File: src/rtl/sram64x34_req_adapter.sv
// Valid/ready request front end for one SRAM1RW64x34 macro: registered active-low
// pin drive, post-reset zero-fill, and a credited response FIFO for read data.
module sram64x34_req_adapter #(
    parameter int ADDR_W        = 6,
    parameter int DATA_W        = 34,
    parameter int RESP_DEPTH    = 2,
    parameter bit INIT_ON_RESET = 1'b1
) (
    input  logic              clock,
    input  logic              reset,
    input  logic              req_valid,
    output logic              req_ready,
    input  logic              req_write,
    input  logic [ADDR_W-1:0] req_addr,
    input  logic [DATA_W-1:0] req_wdata,
    output logic              resp_valid,
    input  logic              resp_ready,
    output logic [DATA_W-1:0] resp_rdata,
    output logic              init_done,
    output logic              sram_csb,
    output logic              sram_web,
    output logic              sram_oeb,
    output logic [ADDR_W-1:0] sram_a,
    output logic [DATA_W-1:0] sram_i,
    input  logic [DATA_W-1:0] sram_o
);
    localparam int CW = $clog2(RESP_DEPTH + 3);
    localparam int PW = $clog2(RESP_DEPTH);
    localparam logic [ADDR_W-1:0] LAST_ADDR = '1;

    typedef enum logic {ST_INIT, ST_RUN} state_t;

    typedef struct packed {
        logic              write;
        logic [ADDR_W-1:0] addr;
        logic [DATA_W-1:0] wdata;
    } req_t;

    state_t            state, state_nxt;
    logic              init_done_nxt;
    logic [ADDR_W-1:0] init_cnt, init_cnt_nxt;
    req_t              req;
    logic              req_acc;
    logic [2:1]        rd_pipe;
    logic [CW-1:0]     fifo_count, occupancy;
    logic [PW-1:0]     wr_ptr, rd_ptr;
    logic [DATA_W-1:0] fifo_mem [RESP_DEPTH];
    logic              push, pop;

    assign req = '{write: req_write, addr: req_addr, wdata: req_wdata};

    // Every read in flight holds a FIFO slot; writes are gated too so ready
    // never depends on the payload.
    assign occupancy = fifo_count + CW'(rd_pipe[1]) + CW'(rd_pipe[2]);
    assign req_ready = (state == ST_RUN) && init_done && (occupancy < CW'(RESP_DEPTH));
    assign req_acc   = req_valid && req_ready;

    always_comb begin
        state_nxt     = state;
        init_cnt_nxt  = init_cnt;
        init_done_nxt = init_done;
        case (state)
            ST_INIT: begin
                init_cnt_nxt = init_cnt + 1'b1;
                if (init_cnt == LAST_ADDR) begin
                    state_nxt     = ST_RUN;
                    init_done_nxt = 1'b1;
                end
            end
            ST_RUN: init_done_nxt = 1'b1;
        endcase
    end

    always_ff @(posedge clock) begin
        if (reset) begin
            state     <= INIT_ON_RESET ? ST_INIT : ST_RUN;
            init_cnt  <= '0;
            init_done <= 1'b0;
        end else begin
            state     <= state_nxt;
            init_cnt  <= init_cnt_nxt;
            init_done <= init_done_nxt;
        end
    end

    // Pins default to idle each cycle; address and write data hold otherwise.
    always_ff @(posedge clock) begin
        if (reset) begin
            sram_csb <= 1'b1;
            sram_web <= 1'b1;
            sram_oeb <= 1'b1;
            sram_a   <= '0;
            sram_i   <= '0;
        end else begin
            sram_csb <= 1'b1;
            sram_web <= 1'b1;
            sram_oeb <= 1'b1;
            if (state == ST_INIT) begin
                sram_csb <= 1'b0;
                sram_web <= 1'b0;
                sram_a   <= init_cnt;
                sram_i   <= '0;
            end else if (req_acc) begin
                sram_csb <= 1'b0;
                sram_a   <= req.addr;
                if (req.write) begin
                    sram_web <= 1'b0;
                    sram_i   <= req.wdata;
                end else begin
                    sram_oeb <= 1'b0;
                end
            end
        end
    end

    // Stage 1: pins registered; stage 2: macro output register loaded.
    always_ff @(posedge clock) begin
        if (reset) rd_pipe <= '0;
        else       rd_pipe <= {rd_pipe[1], req_acc && !req.write};
    end

    assign push       = rd_pipe[2];
    assign pop        = resp_valid && resp_ready;
    assign resp_valid = (fifo_count != '0);
    assign resp_rdata = fifo_mem[rd_ptr];

    function automatic logic [PW-1:0] ptr_inc(input logic [PW-1:0] p);
        return (p == PW'(RESP_DEPTH - 1)) ? '0 : p + 1'b1;
    endfunction

    always_ff @(posedge clock) begin
        if (reset) begin
            wr_ptr     <= '0;
            rd_ptr     <= '0;
            fifo_count <= '0;
        end else begin
            if (push) wr_ptr <= ptr_inc(wr_ptr);
            if (pop)  rd_ptr <= ptr_inc(rd_ptr);
            case ({push, pop})
                2'b10:   fifo_count <= fifo_count + 1'b1;
                2'b01:   fifo_count <= fifo_count - 1'b1;
                default: fifo_count <= fifo_count;
            endcase
        end
    end

    always_ff @(posedge clock) begin
        if (push) fifo_mem[wr_ptr] <= sram_o;
    end

    // The credit rule makes a push into a full FIFO unreachable.
    always_ff @(posedge clock) begin
        if (!reset) assert (!(push && fifo_count == CW'(RESP_DEPTH)));
    end

endmodule

File: config.mk
export PLATFORM = sky130hd
export DESIGN_NAME = sram64x34_req_adapter
export DESIGN_NICKNAME = d
export VERILOG_FILES = /design/src/rtl/sram64x34_req_adapter.sv
export SDC_FILE = /design/constraint.sdc
export NUM_CORES = 1
export LEC_CHECK = 0
export BUFFER_PORTS_ARGS = -buffer_cell sky130_fd_sc_hd__buf_4
export CAP_MARGIN = 20
export CORE_MARGIN = 2
export CORE_UTILIZATION = 40
export DETAILED_ROUTE_END_ITERATION = 8
export GPL_TIMING_DRIVEN = 0
export PLACE_DENSITY = 0.63
export SLEW_MARGIN = 10
export SYNTH_ARGS = -nofsm -noshare
export SYNTH_HDL_FRONTEND = slang
export SYNTH_SLANG_ARGS = --single-unit
File: constraint.sdc
create_clock -name clock -period 3.8 [get_ports clock]
set_input_delay 0.76 -clock clock [delete_from_list [all_inputs] [get_ports clock]]
set_output_delay 0.76 -clock clock [all_outputs]
set_load 0.02 [all_outputs]
==> results of run 1 <==
-- critical path, delay by kind of cell, from the launching register on --
| kind | cells | cell delay (ps) |
|---|---|---|
| buffers and inverters | 1 | 180 |
| flip-flops | 1 | 420 |
| XOR/XNOR | 1 | 460 |
| AO/OA/AOI/OAI | 1 | 160 |
| AND/OR/NAND/NOR | 1 | 80 |
| adder cells (fa/ha/maj) | 2 | 480 |
-- registers in the layout, summed over array words and instances, names as in the netlist, named ones only --
name,flops
fifo_count,3
fifo_mem,68
init_cnt,6
init_done,1
rd_pipe,2
rd_ptr,1
sram_a,6
sram_csb,1
sram_i,34
sram_oeb,1
sram_web,1
state,1
wr_ptr,1
-- where the power goes --
part           leakage (uW)  total, uW  internal [uW]  switching (uW)
registers           0.00109       1450           1450            4.83
logic               0.00155       92.3           59.8            32.5
clock network      0.000272       1530            960             569
-- cell type report --
class,count,area share (%)
plain buffers,23,2.18
clock buffers,21,6.34
clock inverters,11,1.69
inverters,6,0.324
multi-input cells,218,22.4
flip-flops and latches,127,46.4
well taps,168,3.03
repair buffers,158,17.7
-- cells by family after synthesis --
| group | count (synthesis) | synth area share [%] |
|---|---|---|
| AO/OA/AOI/OAI | 23 | 3.39 |
| XOR/XNOR | 10 | 1.92 |
| adder cells (fa/ha/maj) | 5 | 1.42 |
| buffers and inverters | 29 | 3.52 |
| flip-flops | 127 | 65.2 |
| multiplexers | 69 | 14.8 |
| AND/OR/NAND/NOR | 111 | 9.72 |
-- cells in the final DEF, fill, tap and decap left out, types with 3 or more instances in the layout --
cell and n:
a21oi_1 4, edfxtp_1 68, buf_2 7, nand2_1 69, clkbuf_1 13, inv_1 6, nor2b_1 3, mux2_2 34
o31ai_1 6, nor2_1 19, a311oi_1 6, clkinv_2 4, xnor2_1 3, clkinv_4 3, xor2_1 6, nand4_1 7
ha_1 4, dfxtp_1 59, buf_4 157, mux2i_1 35, clkbuf_16 17
-- path summary, 6_finish.rpt --
kind | from | to | depth (start not counted)
setup / recovery | fifo_count[0]$_SDFFE_PP0P_ | req_ready | 6
setup reg to reg | fifo_count[0]$_SDFFE_PP0P_ | sram_i[27]$_SDFFE_PP0P_ | 9
hold reg to reg | sram_i[20]$_SDFFE_PP0P_ | sram_i[20]$_SDFFE_PP0P_ | 2
hold / removal | sram_i[20]$_SDFFE_PP0P_ | sram_i[20]$_SDFFE_PP0P_ | 2
-- metal layers --
layer | share of wire, % | global-route usage (%) | vias up | routed length, microns
met5 | 0 | 0 | - | 0
met4 | 1.5 | 6.02 | 0 | 155
met3 | 8.8 | 6.75 | 15 | 934
met2 | 47 | 25.1 | 134 | 4940
met1 | 43 | 20.0 | 1624 | 4580
li1 | - | - | 1684 | -
-- per-stage QoR --
stage / total power, uW / instances / hold slack [ps] / util, %
final: 3080 / 732 / 459 / 57.6
after global routing: 3180 / 732 / 479 / 57.6
after CTS: 3110 / 732 / 464 / 57.6
after detailed placement: 1580 / 700 / 452 / 53.0
after global placement: 1570 / 698 / 446 / 52.4
after floorplan: 1500 / 374 / 439 / -
==> impl_metrics.env, run 1 <==
export IMPL_ys_seq_elements=127
export IMPL_fmax_mhz=341
export IMPL_via_count=3457
export IMPL_nNetsFinal=635
export IMPL_peakVddDrop_mv=0.252
export IMPL_synth_edf_count=68
export IMPL_design_area_sq_um=6950
export IMPL_crit_type="reg2out"
export IMPL_crit_path_end_kind="output pin"
export IMPL_place_area_sq_um=6390
export IMPL_seq_area_frac_synth_pct=65.2
export IMPL_syn2layout_area_growth_pct=40.5
export IMPL_cts_resized=0
export IMPL_power_density_nw_per_um2=443
export IMPL_dp_hpwl_mm=7.58
export IMPL_num_io_pins=159
export IMPL_grt_pass1_vias=3394
export IMPL_setup_slack_ps=865
export IMPL_hold_viol=0
export IMPL_rsz0062_at_grt="no"
export IMPL_outcome="complete, no violations"
export IMPL_clock_skew_ps=7.28
export IMPL_core_area_sq_um=12100
export IMPL_grt_pass1_wl_mm=16.3
export IMPL_fill_cells=1035
export IMPL_yosysTopAreaCell="edfxtp_1"
export IMPL_critPathSlowestCell="xor2_1"
export IMPL_synth_nets=458
export IMPL_gp_congestion=0.757
export IMPL_numClockSinks=127
export IMPL_drtIter0Drc=133
export IMPL_relSlewSlack_pct=63.9
export IMPL_row_count=40
export IMPL_drive_above_1_share_pct=42.4
export IMPL_async_flop_share_pct=0
export IMPL_tns_ps=0
export IMPL_clock_latency_ps=400
export IMPL_antenna_found_initial=0
export IMPL_wl_per_cell_microns=14.5
export IMPL_slew_violations=0
export IMPL_reg2reg_setup_slack_ps=1570
export IMPL_grt_max_degree=22
export IMPL_die_w_microns=115
export IMPL_critPathRequiredTime_ps=3040
export IMPL_crit_arrival_ps=2170
export IMPL_post_cts_buffers=0
export IMPL_worstPathMaxFanout=7
export IMPL_worstMarginPinSlew_ps=539
export IMPL_dieArea_sq_um=13300
export IMPL_cts_tree="yes"
export IMPL_start_util_pct=41.0
export IMPL_max_stage_delay_ps=460
export IMPL_cts_root_buf="clkbuf_16"
export IMPL_cp_cell_sequence="ha_1 -> a21o_1 -> ha_1 -> xor2_1 -> nor2_1 -> buf_4"
export IMPL_drc_errors=0
export IMPL_first_pass_iters=4
export IMPL_htree_levels=4
export IMPL_synthTopCellsByCount="nand2_1 (69), edfxtp_1 (68), dfxtp_1 (59), mux2i_1 (35), mux2_2 (34)"
export IMPL_drt_vias_per_instance=4.72
export IMPL_drt_wl_total_mm=10.6
export IMPL_dieHeight_microns=115
export IMPL_netlist_area_sq_um=4940
export IMPL_layout_worst_path_cycle_share_pct=77.2
export IMPL_critPathLaunchType="flip-flop"
export IMPL_setup_viol=0
export IMPL_postCtsHoldBufs=0
export IMPL_overflow=0
export IMPL_yosys_cell_count_top_type="nand2_1"
export IMPL_path_common_cell="ha_1"
export IMPL_cap_violations=0
export IMPL_p_leak_uw=0.00291
export IMPL_seq_area_sq_um=3220
export IMPL_synthCells=374
export IMPL_fin_crit_ps=2930
export IMPL_hp_class="reg2reg"
export IMPL_synth_top_area_share_pct=41.3
export IMPL_n_antenna_cell=0
export IMPL_clk_path_buf_depth=2
export IMPL_antenna_left=0
export IMPL_ys_flop_type="edfxtp_1"
export IMPL_synth_cell_types=39
export IMPL_avgSynthCellArea_sq_um=13.2
export IMPL_port_buffers=156
export IMPL_cts_made_buffers=17
export IMPL_pre_cts_ws_ps=1300
export IMPL_synthTopCellsByArea="edfxtp_1 (41%), dfxtp_1 (24%), mux2_2 (7.7%)"
export IMPL_clkTransAtPathRegs_ps=50
export IMPL_grt_usage_pct=16.1
export IMPL_ys_warn_count=0
export IMPL_multi_input_area_sq_um=1560
Power figures use the tool's default switching activity.
==> run 2, diff against run 1 <==
- clock period: 3.8 -> 2.87 ns (I/O delays scaled with it)
==> run 2 against run 1 <==
Against the previous run: critical path depth unchanged; final cell count increased by 0.41%; die area unchanged; setup slack got worse by 680 ps; wire length increased by 0.76%; register-to-register slack got worse by 930 ps; sequential cell count unchanged; global-route usage unchanged; sequential power increased by 33%; critical path type unchanged; largest power group unchanged; non-clock buffer count increased by 3.
==> impl_metrics.env, run 2 (synthesis gave the netlist of run 1 again) <==
export IMPL_final_cell_mix="buf_4 (160), nand2_1 (69), edfxtp_1 (68), dfxtp_1 (59), mux2i_1 (35)"
export IMPL_via_count=3471
export IMPL_met2_usage_pct=25.1
export IMPL_cts_root_buf="clkbuf_16"
export IMPL_num_io_pins=159
export IMPL_core_area_sq_um=12100
export IMPL_drtIter0Drc=121
export IMPL_dp_hpwl_mm=7.58
export IMPL_largest_reg_flops=68
export IMPL_antenna_found_initial=0
export IMPL_dieArea_sq_um=13300
export IMPL_hold_viol=0
export IMPL_nNetsFinal=638
export IMPL_postCtsHoldBufs=0
export IMPL_gp_congestion=0.757
export IMPL_fin_crit_ps=2690
export IMPL_n_antenna_cell=0
export IMPL_seq_area_sq_um=3220
export IMPL_row_count=40
export IMPL_power_density_nw_per_um2=584
export IMPL_grtUsageMet1_pct=20.0
export IMPL_fmax_mhz=372
export IMPL_drt_wl_total_mm=10.7
export IMPL_wl_per_cell_microns=14.5
export IMPL_antenna_left=0
export IMPL_drt_vias_per_instance=4.72
export IMPL_cts_made_buffers=17
export IMPL_top_register="fifo_mem"
export IMPL_outcome="complete, no violations"
export IMPL_hp_class="in2reg"
export IMPL_hold_ws_ps=353
export IMPL_htree_levels=4
export IMPL_slew_violations=0
export IMPL_relSlewSlack_pct=65.4
export IMPL_cap_violations=0
export IMPL_top_regs="fifo_mem x68, sram_i x34"
export IMPL_start_util_pct=41.0
export IMPL_cts_tree="yes"
export IMPL_critPathLaunchType="flip-flop"
export IMPL_worstPathMaxFanout=6
export IMPL_port_buffers=156
export IMPL_grt_usage_pct=16.1
export IMPL_die_w_microns=115
export IMPL_final_common_cell="buf_4"
export IMPL_clkTransAtPathRegs_ps=60
export IMPL_clk_path_buf_depth=2
export IMPL_first_pass_iters=4
export IMPL_crit_path_end_kind="output pin"
export IMPL_clock_latency_ps=400
export IMPL_grtUsageMet3_pct=6.75
export IMPL_drive_above_1_share_pct=42.9
export IMPL_grt_max_degree=22
export IMPL_grt_pass1_wl_mm=16.3
export IMPL_crit_type="reg2out"
export IMPL_syn2layout_area_growth_pct=41.1
export IMPL_setup_viol=0
export IMPL_layout_worst_path_cycle_share_pct=93.6
export IMPL_crit_arrival_ps=2110
export IMPL_overflow=0
export IMPL_rsz0062_at_grt="no"
export IMPL_top_usage_layer="met2"
export IMPL_dieHeight_microns=115
export IMPL_critPathRequiredTime_ps=2300
export IMPL_p_leak_uw=0.00293
export IMPL_peakVddDrop_mv=0.333
export IMPL_drc_errors=0
export IMPL_grt_pass1_vias=3394
export IMPL_numClockSinks=127
export IMPL_fill_cells=1032
export IMPL_total_power_uw=4080
export IMPL_multi_input_area_sq_um=1560
export IMPL_worstMarginPinSlew_ps=518
export IMPL_clock_skew_ps=6.66
run 2: cell types whose count changed in the layout (fill, tap and decap cells not counted):
cell | previous run | this run
buf_4 | 157 | 160
xor2_1 | 6 | 5
xor2_2 | 0 | 1
run 2: metrics by stage:
step	TNS [ps]	instance area [sq um]	utilization (%)	worst slack, ps	instances
after floorplan	0	4940	-	578	374
after global placement	-9750	6320	52.4	-288	698
after detailed placement	0	6390	53.0	560	700
after CTS	0	6950	57.6	105	732
after global routing	0	6980	57.8	67.4	735
final	0	6980	57.8	183	735
run 2: timing repair:
item	CTS	global route
resized for setup	0	1
setup endpoints to repair	0	1
setup buffers	0	3
endpoints found under the hold margin	0	0
run 2: worst max-delay path: stages (launching register included):
cell and delay (ps):
dfxtp_1 420, ha_1 260, a21o_1 160, ha_1 300
nand3b_1 280, nor2_1 150, buf_4 150
run 2: path summary, 6_finish.rpt:
check                                   from                       end  slack (ps)  cells after the start
setup reg to reg  fifo_count[0]$_SDFFE_PP0P_   sram_i[27]$_SDFFE_PP0P_         640                      9
hold reg to reg      sram_i[20]$_SDFFE_PP0P_   sram_i[20]$_SDFFE_PP0P_         460                      2
hold / removal                     sram_o[8]  fifo_mem[1][8]$_DFFE_PP_         350                      1
setup / recovery  fifo_count[0]$_SDFFE_PP0P_                 req_ready         180                      6
run 2: layer usage:
metal / vias to the layer above / part of all wire, %
met5: - / 0
met4: 0 / 1.2
met3: 12 / 8.9
met2: 144 / 47
met1: 1627 / 43
li1: 1688 / -
run 2: final cells by class:
cell class,count,share of cell area (%)
buffer,23,2.17
clock buffer,21,6.31
clock inverter,11,1.69
inverter,6,0.323
multi-input combinational,218,22.4
sequential,127,46.2
tap,168,3.01
timing repair buffer,161,17.9
run 2: where the power goes:
part           total [uW]  internal [uW]  switching, uW  leakage [uW]
clock network        2030           1270            755      0.000272
logic                 123           79.1           43.7       0.00157
registers            1930           1920           6.40       0.00109
